--- src/rtl/rc4_pkg.sv ---
// Shared types and constants for the RC4 key-search pipeline.
// Holds the KSA state encoding, S-array depth and the byte type.
package rc4_pkg;

  localparam int S_DEPTH           = 256;
  localparam int KEY_BYTES_DEFAULT = 3;

  typedef logic [7:0] byte_t;

  typedef enum logic [2:0] {
    IDLE,
    INIT,
    KSA_RD_I,
    KSA_RD_J,
    KSA_WR_I,
    KSA_WR_J,
    DONE
  } ksa_state_t;

endpackage

--- src/rtl/ksa_engine_if.sv ---
// Handshake and S-RAM bus between the key generator, ksa_engine and the S-RAM.
// master = engine side, slave = key generator / RAM side.
interface ksa_engine_if #(
  parameter int KEY_BYTES = rc4_pkg::KEY_BYTES_DEFAULT
);
  import rc4_pkg::*;

  logic                   start;
  logic [8*KEY_BYTES-1:0] secret_key;
  logic                   ready;
  logic                   done;
  byte_t                  s_addr;
  byte_t                  s_wrdata;
  logic                   s_wren;
  byte_t                  s_rddata;

  modport master (
    input  start, secret_key, s_rddata,
    output ready, done, s_addr, s_wrdata, s_wren
  );

  modport slave (
    output start, secret_key, s_rddata,
    input  ready, done, s_addr, s_wrdata, s_wren
  );

endinterface

--- src/rtl/key_byte_sel.sv ---
// Combinational selector of key byte k; byte 0 is the most significant byte.
// Out-of-range k yields zero.
module key_byte_sel
  import rc4_pkg::*;
#(
  parameter int KEY_BYTES = KEY_BYTES_DEFAULT,
  parameter int K_W       = 2
) (
  input  logic [8*KEY_BYTES-1:0] key,
  input  logic [K_W-1:0]         k,
  output byte_t                  key_byte
);

  byte_t key_bytes [KEY_BYTES];

  generate
    for (genvar gi = 0; gi < KEY_BYTES; gi++) begin : g_byte
      assign key_bytes[gi] = key[8*(KEY_BYTES-gi)-1 -: 8];
    end
  endgenerate

  always_comb begin
    key_byte = '0;
    for (int n = 0; n < KEY_BYTES; n++) begin
      if (k == K_W'(n)) key_byte = key_bytes[n];
    end
  end

endmodule

--- src/rtl/ksa_engine.sv ---
// RC4 key-scheduling engine: fills S[n]=n, then runs the 256-step swap loop
// against a single-port S-RAM, one access per cycle, and pulses done.
module ksa_engine
  import rc4_pkg::*;
#(
  parameter int KEY_BYTES = KEY_BYTES_DEFAULT
) (
  input  logic         clk,
  input  logic         reset,
  ksa_engine_if.master bus
);

  localparam int             K_W    = (KEY_BYTES > 1) ? $clog2(KEY_BYTES) : 1;
  localparam logic [K_W-1:0] K_LAST = K_W'(KEY_BYTES - 1);
  localparam byte_t          I_LAST = byte_t'(S_DEPTH - 1);

  ksa_state_t             state_reg, state_next;
  byte_t                  i_reg, i_next;
  byte_t                  j_reg, j_next;
  byte_t                  si_reg, si_next;
  logic [K_W-1:0]         k_reg, k_next;
  logic [8*KEY_BYTES-1:0] key_q_reg, key_q_next;

  byte_t key_byte;
  byte_t j_new;

  logic  ready_c, done_c, s_wren_c;
  byte_t s_addr_c, s_wrdata_c;

  key_byte_sel #(
    .KEY_BYTES (KEY_BYTES),
    .K_W       (K_W)
  ) u_key_byte_sel (
    .key      (key_q_reg),
    .k        (k_reg),
    .key_byte (key_byte)
  );

  // S[i] is on s_rddata during KSA_RD_J, so j_new is only meaningful there.
  assign j_new = j_reg + bus.s_rddata + key_byte;

  always_ff @(posedge clk) begin
    if (reset) begin
      state_reg <= IDLE;
      i_reg     <= '0;
      j_reg     <= '0;
      si_reg    <= '0;
      k_reg     <= '0;
      key_q_reg <= '0;
    end else begin
      state_reg <= state_next;
      i_reg     <= i_next;
      j_reg     <= j_next;
      si_reg    <= si_next;
      k_reg     <= k_next;
      key_q_reg <= key_q_next;
    end
  end

  always_comb begin
    state_next = state_reg;
    i_next     = i_reg;
    j_next     = j_reg;
    si_next    = si_reg;
    k_next     = k_reg;
    key_q_next = key_q_reg;
    ready_c    = 1'b0;
    done_c     = 1'b0;
    s_wren_c   = 1'b0;
    s_addr_c   = '0;
    s_wrdata_c = '0;

    case (state_reg)
      IDLE: begin
        ready_c = 1'b1;
        if (bus.start) begin
          key_q_next = bus.secret_key;
          i_next     = '0;
          j_next     = '0;
          k_next     = '0;
          state_next = INIT;
        end
      end

      INIT: begin
        s_addr_c   = i_reg;
        s_wrdata_c = i_reg;
        s_wren_c   = 1'b1;
        i_next     = i_reg + 8'd1;
        if (i_reg == I_LAST) begin
          i_next     = '0;
          state_next = KSA_RD_I;
        end
      end

      KSA_RD_I: begin
        s_addr_c   = i_reg;
        state_next = KSA_RD_J;
      end

      KSA_RD_J: begin
        si_next    = bus.s_rddata;
        j_next     = j_new;
        s_addr_c   = j_new;
        state_next = KSA_WR_I;
      end

      // S[j] arrives now and is written straight back to S[i].
      KSA_WR_I: begin
        s_addr_c   = i_reg;
        s_wrdata_c = bus.s_rddata;
        s_wren_c   = 1'b1;
        state_next = KSA_WR_J;
      end

      KSA_WR_J: begin
        s_addr_c   = j_reg;
        s_wrdata_c = si_reg;
        s_wren_c   = 1'b1;
        i_next     = i_reg + 8'd1;
        k_next     = (k_reg == K_LAST) ? '0 : k_reg + K_W'(1);
        state_next = (i_reg == I_LAST) ? DONE : KSA_RD_I;
      end

      DONE: begin
        done_c     = 1'b1;
        state_next = IDLE;
      end

      default: state_next = IDLE;
    endcase
  end

  assign bus.ready    = ready_c;
  assign bus.done     = done_c;
  assign bus.s_wren   = s_wren_c;
  assign bus.s_addr   = s_addr_c;
  assign bus.s_wrdata = s_wrdata_c;

endmodule

--- src/flat_wrapper.sv ---
// flat-port wrapper written by rule: the top's interface ports become plain ports
module ksa_engine_flat import rc4_pkg::*;
#(
  parameter int KEY_BYTES = KEY_BYTES_DEFAULT
)
  (clk, reset, bus_start, bus_secret_key, bus_s_rddata, bus_ready, bus_done, bus_s_addr, bus_s_wrdata, bus_s_wren);
  ksa_engine_if #(.KEY_BYTES(KEY_BYTES)) bus_i ();
  input  logic clk;
  input  logic reset;
  input wire logic [$bits(bus_i.start)-1:0] bus_start;
  input wire logic [$bits(bus_i.secret_key)-1:0] bus_secret_key;
  input wire logic [$bits(bus_i.s_rddata)-1:0] bus_s_rddata;
  output wire logic [$bits(bus_i.ready)-1:0] bus_ready;
  output wire logic [$bits(bus_i.done)-1:0] bus_done;
  output wire logic [$bits(bus_i.s_addr)-1:0] bus_s_addr;
  output wire logic [$bits(bus_i.s_wrdata)-1:0] bus_s_wrdata;
  output wire logic [$bits(bus_i.s_wren)-1:0] bus_s_wren;
  assign bus_i.start = bus_start;
  assign bus_i.secret_key = bus_secret_key;
  assign bus_i.s_rddata = bus_s_rddata;
  assign bus_ready = bus_i.ready;
  assign bus_done = bus_i.done;
  assign bus_s_addr = bus_i.s_addr;
  assign bus_s_wrdata = bus_i.s_wrdata;
  assign bus_s_wren = bus_i.s_wren;
  ksa_engine #(.KEY_BYTES(KEY_BYTES)) u_core (.clk(clk), .reset(reset), .bus(bus_i));
endmodule
--- config.mk ---
export PLATFORM = sky130hd
export DESIGN_NAME = ksa_engine_flat
export DESIGN_NICKNAME = d
export VERILOG_FILES = /design/src/rtl/rc4_pkg.sv /design/src/rtl/ksa_engine_if.sv /design/src/rtl/key_byte_sel.sv /design/src/rtl/ksa_engine.sv /design/src/flat_wrapper.sv
export SDC_FILE = /design/constraint.sdc
export NUM_CORES = 1
export LEC_CHECK = 0
export CAP_MARGIN = 10
export CORE_UTILIZATION = 30
export CTS_BUF_LIST = sky130_fd_sc_hd__clkbuf_4 sky130_fd_sc_hd__clkbuf_8
export CTS_CLUSTER_DIAMETER = 100
export DETAILED_ROUTE_END_ITERATION = 6
export GPL_TIMING_DRIVEN = 1
export MAX_ROUTING_LAYER = met4
export SLEW_MARGIN = 20
export SYNTH_ARGS = -nofsm -noshare
export SYNTH_HDL_FRONTEND = slang
export SYNTH_SLANG_ARGS = --single-unit
--- constraint.sdc ---
create_clock -name clk -period 5.8 [get_ports clk]
set_input_delay 1.16 -clock clk [delete_from_list [all_inputs] [get_ports clk]]
set_output_delay 1.16 -clock clk [all_outputs]
set_load 0.02 [all_outputs]
==> flow_summary.ini <==
[place]
port_buffers = 53
gp_congestion = 0.8492
pre_cts_ws_ns = 0.3075
dp_hpwl_um = 6193

[sta]
slew_headroom_pct = 34.06
finalMaxSlewViolations = 0
hold_viol = 0
tightest_slew_ns = 0.9868
setup_violations = 0
finalSetupTns_ns = 0
fmax_mhz = 182.9
period_needed_ns = 5.466
finalCritPeriodShare_pct = 94.24
layout_setup_ws_ns = 0.3338
rsz0062_at_grt = false
clock_skew_ns = 0.007523

[global_route]
grt_pass1_wl_um = 14190
grt_pass1_vias = 2876
grt_max_degree = 36
grt_overflow = 0
grt.total_usage_pct = 16.18
antenna_found_initial = 0

[synthesis]
syn-num-nets = 491
async_reset_ff_share_pct = 0
ys_top_cells_by_count = nand2_1, a21oi_1, dfxtp_1
ys_seq_area_share_pct = 32.57
ys_seq_elements = 53
syn-cell-area_um2 = 3258
synth_flop_cell = dfxtp_1
synth_top_area_cell = dfxtp_1
synth_top_area_share_pct = 32.57
synth_area_leaders = dfxtp_1, nand2_1, a21oi_1
syn_avg_cell_area_um2 = 7.388
synth_cells = 441
synth_warnings = 0
synth-edff-count = 0
ys_types = 42
synthMostInstantiatedCell = nand2_1

[worst_setup_path]
worst-endpoint-required_ns = 4.64
critPathKind = in2out
worst_setup_path_start_kind = primary input
crit_family = buffers and inverters
path_common_cell = inv_1
cp_slowest_cell = clkdlybuf4s50_1
cp.buffers_inverters = 5
critical-path-max-stage-delay_ns = 0.63
crit_fanout = 3
cp.arrival_ns = 4.31
crit_chain = clkdlybuf4s50_1, inv_1, fa_1, inv_1, ha_1, inv_1, fa_1, nor2b_1, o31ai_1, a21oi_1, xor2_1, o21ai_1, clkdlybuf4s50_1
end_kind = output port

[floorplan]
start_util_pct = 31.28
coreArea_um2 = 10420
rows = 37
die_h_um = 106.2
die_area_um2 = 11280
ios = 54
fp.dieW_um = 106.2

[clocking]
cts_resized = 0
post_cts_buffers = 0
cts_tree = built
cts_hold_buf = 0
h-tree-depth = 2
clock-sinks = 53
cts_buffer_depth = 2
clk_pin_slew_ns = 0.10
cts_root_buf = clkbuf_8
cts_buffers = 5
clock_latency_ns = 0.31

[cells_and_area]
area_delta_synth_final_pct = 22.20
diodes = 0
fin_nets = 523
drive_gt1_share_pct = 4.219
largest_reg_flops = 24

[job]
cap_violations = 0

[power_and_ir_drop]
p_leak_nw = 1.458
power.density_nw_per_um2 = 208.5
total_power_uw = 829.9
vdd_drop_max_v = 0.0001460

[drt]
wl_per_cell_um = 14.09
viasPerCell = 4.946
drcViolationCount = 0
first_pass_iters = 5
dr_total_vias = 3017
antenna_left = 0
initialDrtViolationCount = 178
wirelength_um = 8596

[worst_hold_path]
hold_path_class = reg2reg

[outcome]
status = completed
[tightest hold or removal path: stages (launching register included)]
cell	delay [ns]
dfxtp_1	0.32
nand2_1	0.05
a21oi_1	0.05
[path summary, 6_finish.rpt]
check,from,end,slack [ns],cells past startpoint
min,u_core.key_q_reg[14]$_SDFFE_PP0P_,u_core.key_q_reg[14]$_SDFFE_PP0P_,0.46,2
max reg2reg,u_core.k_reg[1]$_SDFFE_PP0P_,u_core.j_reg[7]$_SDFFE_PP0P_,2.37,12
min reg2reg,u_core.key_q_reg[14]$_SDFFE_PP0P_,u_core.key_q_reg[14]$_SDFFE_PP0P_,0.46,2
max,bus_s_rddata[1],bus_s_addr[7],0.33,13
[power breakdown]
group          switching [mW]  internal (mW)
Combinational          0.0784         0.0622
Sequential            0.00693          0.376
Clock                   0.133          0.174
[cell usage in the layout (no fill, tap or decap), drive strengths merged]
master / synthesis / routed
nor2b: 5 / 5
a21o: 5 / 5
inv: 31 / 32
xor2: 6 / 6
dfxtp: 53 / 53
o21a: 2 / 2
xnor2: 7 / 7
o22a: 7 / 7
clkbuf: 13 / 5
bufinv: 0 / 2
buf: 20 / 6
nor3: 9 / 9
ha: 7 / 7
o211ai: 2 / 2
o22ai: 6 / 6
nand4b: 1 / 1
and2: 2 / 2
o21ai: 15 / 15
nor2: 27 / 27
a31oi: 2 / 2
a211o: 1 / 1
o31ai: 2 / 2
a22oi: 11 / 11
nand2: 104 / 104
nand4: 1 / 1
nand3b: 1 / 1
clkinv: 1 / 1
mux2i: 13 / 13
or3: 2 / 2
fa: 8 / 8
nand3: 9 / 9
a21oi: 56 / 56
nand2b: 3 / 3
clkdlybuf4s50: 0 / 52
mux2: 8 / 8
a32o: 1 / 1
[cell type report]
| class | instances | area (um^2) |
|---|---|---|
| Fill cell | 1116 | 6435 |
| Multi-Input combinational cell | 323 | 1929 |
| Sequential cell | 53 | 1061 |
| Timing Repair Buffer | 58 | 563.0 |
| Tap cell | 136 | 170.2 |
| Inverter | 32 | 120.1 |
| Clock buffer | 5 | 68.82 |
| Clock inverter | 3 | 68.82 |
[routing by layer]
layer	track usage, %	vias up	part of all wire [%]
li1	-	1530	-
met1	22.47	1404	48
met2	25.19	79	46
met3	2.023	4	5.1
met4	3.274	0	0.44
met5	-	-	0
[cell families (layout without fill, tap and decap cells)]
group	Yosys count	after routing	synth area share, %
XOR/XNOR	13	13	3.495
flip-flops	53	53	32.57
AO/OA/AOI/OAI	110	110	20.16
AND/OR/NAND/NOR	164	164	21.08
buffers and inverters	65	98	8.333
adder cells (fa/ha/maj)	15	15	7.603
multiplexers	21	21	6.759
[metrics by stage]
stage	instances	cell area, um^2	utilization, %	hold WS (ns)
after floorplan	441	3258	-	0.4339
after global placement	602	3845	36.91	0.4390
after detailed placement	602	3845	36.91	0.4467
after CTS	610	3983	38.23	0.4616
after global routing	610	3981	38.22	0.4799
final	610	3981	38.22	0.4599
(Power assumes the default switching activity.)
